File: src/rtl/ultrasonic_pkg.sv
// rtl/ultrasonic_pkg.sv - shared state encoding, 100 MHz timing defaults and width helper
package ultrasonic_pkg;

    typedef enum logic [2:0] {
        ST_IDLE      = 3'd0,
        ST_TRIG      = 3'd1,
        ST_WAIT_ECHO = 3'd2,
        ST_MEASURE   = 3'd3,
        ST_GAP       = 3'd4
    } state_e;

    // 100 MHz defaults: 10 us trigger, 58.3 us of round trip per cm,
    // 30 ms echo timeout, 50 ms settle between channels.
    localparam int TRIG_CYC    = 1000;
    localparam int CM_CYC      = 5830;
    localparam int ECHO_TO_CYC = 3_000_000;
    localparam int GAP_CYC     = 5_000_000;

    // Channel index width; a single sensor still gets a 1-bit index.
    function automatic int ch_w(input int num_ch);
        return (num_ch > 1) ? $clog2(num_ch) : 1;
    endfunction

endpackage

File: src/rtl/echo_sync.sv
// rtl/echo_sync.sv - multi-bit 2-FF synchroniser for the raw echo pins
module echo_sync #(
    parameter int WIDTH = 1
) (
    input  logic             clk,
    input  logic             resetn_i,
    input  logic [WIDTH-1:0] async_i,
    output logic [WIDTH-1:0] sync_o
);

    logic [WIDTH-1:0] meta_q;
    logic [WIDTH-1:0] sync_q;

    // Two capture stages; every echo edge reaches the FSM two cycles late.
    always_ff @(posedge clk) begin
        if (!resetn_i) begin
            meta_q <= '0;
            sync_q <= '0;
        end else begin
            meta_q <= async_i;
            sync_q <= meta_q;
        end
    end

    assign sync_o = sync_q;

endmodule

File: src/rtl/ultrasonic_ranger_mc.sv
// rtl/ultrasonic_ranger_mc.sv - round-robin multi-channel ultrasonic ranging controller
module ultrasonic_ranger_mc #(
    parameter int NUM_CH      = 3,
    parameter int DIST_W      = 10,
    parameter int TRIG_CYC    = ultrasonic_pkg::TRIG_CYC,
    parameter int CM_CYC      = ultrasonic_pkg::CM_CYC,
    parameter int MAX_DIST    = 400,
    parameter int ECHO_TO_CYC = ultrasonic_pkg::ECHO_TO_CYC,
    parameter int GAP_CYC     = ultrasonic_pkg::GAP_CYC
) (
    input  logic                       clk,
    input  logic                       reset,
    input  logic                       enable,
    input  logic                       start,
    input  logic [NUM_CH-1:0]          echo,
    output logic [NUM_CH-1:0]          trig,
    output logic [NUM_CH*DIST_W-1:0]   distance,
    output logic [NUM_CH-1:0]          valid,
    output logic [NUM_CH-1:0]          err,
    output logic                       done,
    output logic [2:0]                 done_ch,
    output logic                       busy
);

    import ultrasonic_pkg::*;

    localparam int CH_W   = ch_w(NUM_CH);
    localparam int TICK_W = $clog2(CM_CYC + 1);

    logic [NUM_CH-1:0]        echo_s;

    state_e                   state_q, state_d;
    logic [31:0]              timer_q, timer_d;
    logic [CH_W-1:0]          ch_q, ch_d;
    logic                     sweep_q, sweep_d;
    logic [TICK_W-1:0]        tick_q, tick_d;
    logic [DIST_W-1:0]        dist_q, dist_d;
    logic [NUM_CH*DIST_W-1:0] bank_q, bank_d;
    logic [NUM_CH-1:0]        valid_q, valid_d;
    logic [NUM_CH-1:0]        err_q, err_d;
    logic                     done_q, done_d;
    logic [2:0]               done_ch_q, done_ch_d;

    logic                     echo_cur;
    logic                     tick_wrap;
    logic [DIST_W-1:0]        dist_sat;
    logic [DIST_W-1:0]        dist_next;

    echo_sync #(
        .WIDTH (NUM_CH)
    ) u_echo_sync (
        .clk      (clk),
        .resetn_i (reset),
        .async_i  (echo),
        .sync_o   (echo_s)
    );

    // Only the channel being ranged is looked at; other echoes are ignored.
    assign echo_cur  = echo_s[ch_q];

    // Divider-free centimetre count: a CM_CYC-cycle tick prescaler feeds a
    // saturating centimetre counter. dist_next already includes this cycle,
    // so the cycle that sees echo fall is counted as part of the pulse.
    assign tick_wrap = (tick_q == TICK_W'(CM_CYC - 1));
    assign dist_sat  = (dist_q >= DIST_W'(MAX_DIST)) ? dist_q : dist_q + 1'b1;
    assign dist_next = tick_wrap ? dist_sat : dist_q;

    // Next-state, shared timer, counters and per-channel result banks.
    always_comb begin
        state_d   = state_q;
        timer_d   = timer_q + 32'd1;
        ch_d      = ch_q;
        sweep_d   = sweep_q;
        tick_d    = tick_q;
        dist_d    = dist_q;
        bank_d    = bank_q;
        valid_d   = valid_q;
        err_d     = err_q;
        done_d    = 1'b0;
        done_ch_d = done_ch_q;

        unique case (state_q)
            ST_IDLE: begin
                // A start while a single-shot sweep is pending is absorbed.
                if (enable || sweep_q || start) begin
                    state_d = ST_TRIG;
                    if (start && !enable && !sweep_q) begin
                        sweep_d = 1'b1;
                    end
                end
            end

            ST_TRIG: begin
                if (timer_q == 32'(TRIG_CYC - 1)) begin
                    state_d = ST_WAIT_ECHO;
                end
            end

            ST_WAIT_ECHO: begin
                if (echo_cur) begin
                    tick_d  = '0;
                    dist_d  = '0;
                    state_d = ST_MEASURE;
                end else if (timer_q == 32'(ECHO_TO_CYC - 1)) begin
                    err_d[ch_q] = 1'b1;
                    done_d      = 1'b1;
                    done_ch_d   = 3'(ch_q);
                    state_d     = ST_GAP;
                end
            end

            ST_MEASURE: begin
                tick_d = tick_wrap ? '0 : tick_q + 1'b1;
                dist_d = dist_next;
                // Echo falling wins over an overrun on the same cycle.
                if (!echo_cur) begin
                    bank_d[int'(ch_q)*DIST_W +: DIST_W] = dist_next;
                    valid_d[ch_q] = 1'b1;
                    err_d[ch_q]   = 1'b0;
                    done_d        = 1'b1;
                    done_ch_d     = 3'(ch_q);
                    state_d       = ST_GAP;
                end else if (timer_q == 32'(ECHO_TO_CYC - 1)) begin
                    err_d[ch_q] = 1'b1;
                    done_d      = 1'b1;
                    done_ch_d   = 3'(ch_q);
                    state_d     = ST_GAP;
                end
            end

            ST_GAP: begin
                if (timer_q == 32'(GAP_CYC - 1)) begin
                    state_d = ST_IDLE;
                    if (ch_q == CH_W'(NUM_CH - 1)) begin
                        ch_d    = '0;
                        sweep_d = 1'b0;
                    end else begin
                        ch_d = ch_q + 1'b1;
                    end
                end
            end

            default: begin
                state_d = ST_IDLE;
            end
        endcase

        // One timer serves every state, restarting from zero on entry.
        if (state_d != state_q || state_q == ST_IDLE) begin
            timer_d = '0;
        end
    end

    // State, counters and result registers; reset returns to channel 0.
    always_ff @(posedge clk) begin
        if (!reset) begin
            state_q   <= ST_IDLE;
            timer_q   <= '0;
            ch_q      <= '0;
            sweep_q   <= 1'b0;
            tick_q    <= '0;
            dist_q    <= '0;
            bank_q    <= '0;
            valid_q   <= '0;
            err_q     <= '0;
            done_q    <= 1'b0;
            done_ch_q <= '0;
        end else begin
            state_q   <= state_d;
            timer_q   <= timer_d;
            ch_q      <= ch_d;
            sweep_q   <= sweep_d;
            tick_q    <= tick_d;
            dist_q    <= dist_d;
            bank_q    <= bank_d;
            valid_q   <= valid_d;
            err_q     <= err_d;
            done_q    <= done_d;
            done_ch_q <= done_ch_d;
        end
    end

    // Trigger decoded from registered state so it drops on the reset edge.
    always_comb begin
        trig = '0;
        if (state_q == ST_TRIG) begin
            trig[ch_q] = 1'b1;
        end
    end

    assign distance = bank_q;
    assign valid    = valid_q;
    assign err      = err_q;
    assign done     = done_q;
    assign done_ch  = done_ch_q;
    assign busy     = (state_q != ST_IDLE);

endmodule

File: config.mk
export PLATFORM = sky130hd
export DESIGN_NAME = ultrasonic_ranger_mc
export DESIGN_NICKNAME = d
export VERILOG_FILES = /design/src/rtl/ultrasonic_pkg.sv /design/src/rtl/echo_sync.sv /design/src/rtl/ultrasonic_ranger_mc.sv
export SDC_FILE = /design/constraint.sdc
export NUM_CORES = 1
export LEC_CHECK = 0
export BUFFER_PORTS_ARGS = -buffer_cell sky130_fd_sc_hd__buf_2
export CAP_MARGIN = 0
export CELL_PAD_IN_SITES_DETAIL_PLACEMENT = 0
export CELL_PAD_IN_SITES_GLOBAL_PLACEMENT = 1
export CORE_ASPECT_RATIO = 0.5
export CORE_UTILIZATION = 40
export DETAILED_ROUTE_END_ITERATION = 8
export GPL_ROUTABILITY_DRIVEN = 1
export PLACE_DENSITY_LB_ADDON = 0.12
export REMOVE_ABC_BUFFERS = 1
export SYNTH_ARGS = -nofsm -noshare
export SYNTH_HDL_FRONTEND = slang
export SYNTH_SLANG_ARGS = --single-unit
File: constraint.sdc
create_clock -name clk -period 2.9 [get_ports clk]
set_clock_uncertainty 0.1 [all_clocks]
set_input_delay 0.435 -clock clk [delete_from_list [all_inputs] [get_ports clk]]
set_output_delay 0.435 -clock clk [all_outputs]
set_load 0.02 [all_outputs]
==> impl_results.md <==
- Routed wire per std cell: 16.7 um
- Post-synth ARST share: 0%
- Die ar.: 14600 um^2
- EDFF count, synth: 0
- Max frequency: 368 MHz
- Reg area: 2140 um^2
- Largest cells by area after synthesis: dfxtp_1 38%, nor2_1 6.9%, nand2_1 4.8%, a21oi_1 3.7%, o21ai_0 3.5%
- Fin nets: 775
- Multi-input gate area: 3310 um^2
- Max_cap viols: 0
- Core ar.: 13700 um^2
- Vias in the first global route: 4864
- GRT overflow: 0
- Post-route ant nets: 0
- Final hold vios: 0
- Worst slack, placed: 0.0873 ns
- TritonRoute pass-1 iters: 5
- GR Util All Layers: between 20% and 30%
- Hpwl dp: 11.7 mm
- Top cell type's share of synthesized area: between 30% and 40%
- Gpl congestion: 0.890
- Commonest cells after routing, fill and taps aside: 107 x dfxtp_1, 103 x nor2_1, 72 x nand2_1, 50 x buf_2, 42 x a21oi_1
- Most common library cell in the layout ignoring fill and taps: dfxtp_1
- Clk sink count: roughly 110
- Initial antenna violation count: 0
- CTS tree: built
- Primary FF master, synth: dfxtp_1
- Routed vias: about 5300
- Leading area contributor after synthesis: dfxtp_1
- Critical Path Fanout Max: 7
- Htree depth: 3
- Die Ht: 86.1 um
- Num CTS Buffers: 9
- Distinct cells, synth: 72
- Hold Buf Count CTS: 0
- CP arrival: 2.90 ns
- First-pass GRT wire length: 25.7 mm
- CTS Root Cell: clkbuf_16
- Crit. End Element: flop
- CP Class: reg -> reg
- Layout area overhead: 16.1%
- Via density: 5.55
- Hold Crit Class: in -> reg
- Initial core utilization: approximately two fifths
- Critical Path Source Type: flop
- Placed cell count: 936
- Critical path required time: 3.08 ns
- Slew HR: 51.4%
- VDD IR-drop max: approximately 0.28 mV
- Fill cells: 1424
- Initial DRC Count: between 400 and 500
- Flop pwr share: 52.7%
- Cell row count: 30
- NetSw: 699 uW
- Internal power: 2.11 mW
- IO buf count: 50
- Setup Viol. Count Final: 0
- CTS clock-pin slew for the worst setup and hold paths: 0.09 ns
- Pins Over Slew Limit: 0
- # IOs: 51
- Tmin final: ~2.7 ns
- Status: complete, no violations
- RSZ-0062 raised after global routing: yes
- Die X: between 150 and 200 um
- Total negative slack: 0 ns
- Routed WL: 15.9 mm
- Gate power share: 2.3%
- CTS max path bufs: 2
- Number of remaining DRC errors: 0
- Antenna cells: 0
- Sequential area share after synthesis: 37.9%
- Cell Area, Synth: 5650 um^2
- P_leak: 2.44 nW
- Synth Register Bits: about 110
- Layout Cells excl Fill: 953
- Sw Ratio: 24.9%
- Final worst slack: about 0.18 ns
- Largest net degree at the start of global routing: 32
- Avg Cell Area, Syn: 8.09 um^2
- Clock share of power: between 40 and 50%
- Worst Hold Slack: 0.175 ns
- Power per cell area: 429 nW/um^2
- Layout cells sized above 1: 16.6%
- Worst-skew pair later-pin latency: 0.36 ns
- Slew @ Worst Pin: ~0.73 ns
- Fin crit share: a little over nine tenths
- Syn Inst Count: approximately 700
- Synth Warn #: 0
## cell usage after synthesis, drive strengths merged (8+ instances only)
cell	n
xor2	17
and2	11
inv	12
ha	12
nor3	27
dfxtp	107
nand2	72
nor4	14
nand4	13
nand3	30
and3	17
xnor2	17
buf	13
o21ai	42
a31oi	14
clkbuf	25
a21oi	42
nor2	105
a22oi	8
## logic make-up after synthesis
| family | count (synthesis) | synth area share (%) |
|---|---|---|
| compound gates | 158 | 19.0 |
| xor+xnor | 34 | 5.27 |
| fa+ha+maj | 13 | 2.83 |
| buf+inv | 51 | 3.81 |
| flops | 107 | 37.9 |
| mux | 9 | 1.86 |
| simple gates | 327 | 29.4 |
## timing repair
item | CTS | global route
hold endpoints to repair | 0 | 0
endpoints found under the setup margin | 0 | 3
setup buffers | 0 | 1
resized for setup | 0 | 3
## layout make-up
type                            count  area share, %
Tap cell                          192           3.66
Clock inverter                      7           1.18
Inverter                           13          0.744
Multi-Input combinational cell    541           50.4
Clock buffer                        9           3.43
Sequential cell                   107           32.6
Timing Repair Buffer               84           7.89
## power by group through the flow
stage / registers (mW) / logic [mW] / clock network, mW
2_1_floorplan: 1.51 / 0.0328 / 0
3_3_place_gp: 1.52 / 0.0660 / 0
3_5_place_dp: 1.52 / 0.0662 / 0
4_1_cts: 1.48 / 0.0662 / 1.30
5_1_grt: 1.48 / 0.0710 / 1.36
6_report: 1.48 / 0.0649 / 1.27
## state kept, by name, summed over array words and instances, names as in the netlist, 2 cells and up
| register | cells |
|---|---|
| done_ch | 3 |
| tick_q | 13 |
| state_q | 3 |
| u_echo_sync.meta_q | 3 |
| dist_q | 10 |
| valid | 3 |
| ch_q | 2 |
| distance | 30 |
| timer_q | 32 |
| u_echo_sync.sync_o | 3 |
| err | 3 |
## metal layers
layer | share of wire, % | wire, um | track usage (%)
met3 | 5.0 | 798 | 4.98
met4 | 1.1 | 181 | 5.41
met5 | 0 | 0 | 0
met2 | 46 | 7280 | 37.0
met1 | 48 | 7670 | 29.7
## critical path, cell delays in order, from the launching register on
cell and delay [ns]:
dfxtp_1 0.39, ha_1 0.18, and4b_1 0.29, o2111ai_4 0.23
nor4_4 0.44, buf_4 0.21, nor3_1 0.04, a211oi_1 0.27
a221oi_1 0.20, o31ai_1 0.27
## path summary, 6_finish.rpt
kind | startpoint | end | slack [ns] | cells after the start
hold / removal | echo[0] | u_echo_sync.meta_q[0] | 0.18 | 2
setup / recovery | tick_q[0] | distance[12] | 0.18 | 9
setup reg to reg | tick_q[0] | distance[12] | 0.18 | 9
hold reg to reg | u_echo_sync.meta_q[2] | u_echo_sync.sync_o[2] | 0.34 | 1
## metrics by stage
stage / util, % / power (mW) / cell area [um^2]
after floorplan: - / 1.55 / 5490
after global placement: 45.7 / 1.58 / 6240
after detailed placement: 45.7 / 1.58 / 6240
after CTS: 47.9 / 2.85 / 6540
after global routing: 48.0 / 2.92 / 6560
final: 48.0 / 2.81 / 6560
No activity file was read; power rests on OpenSTA's default activity.
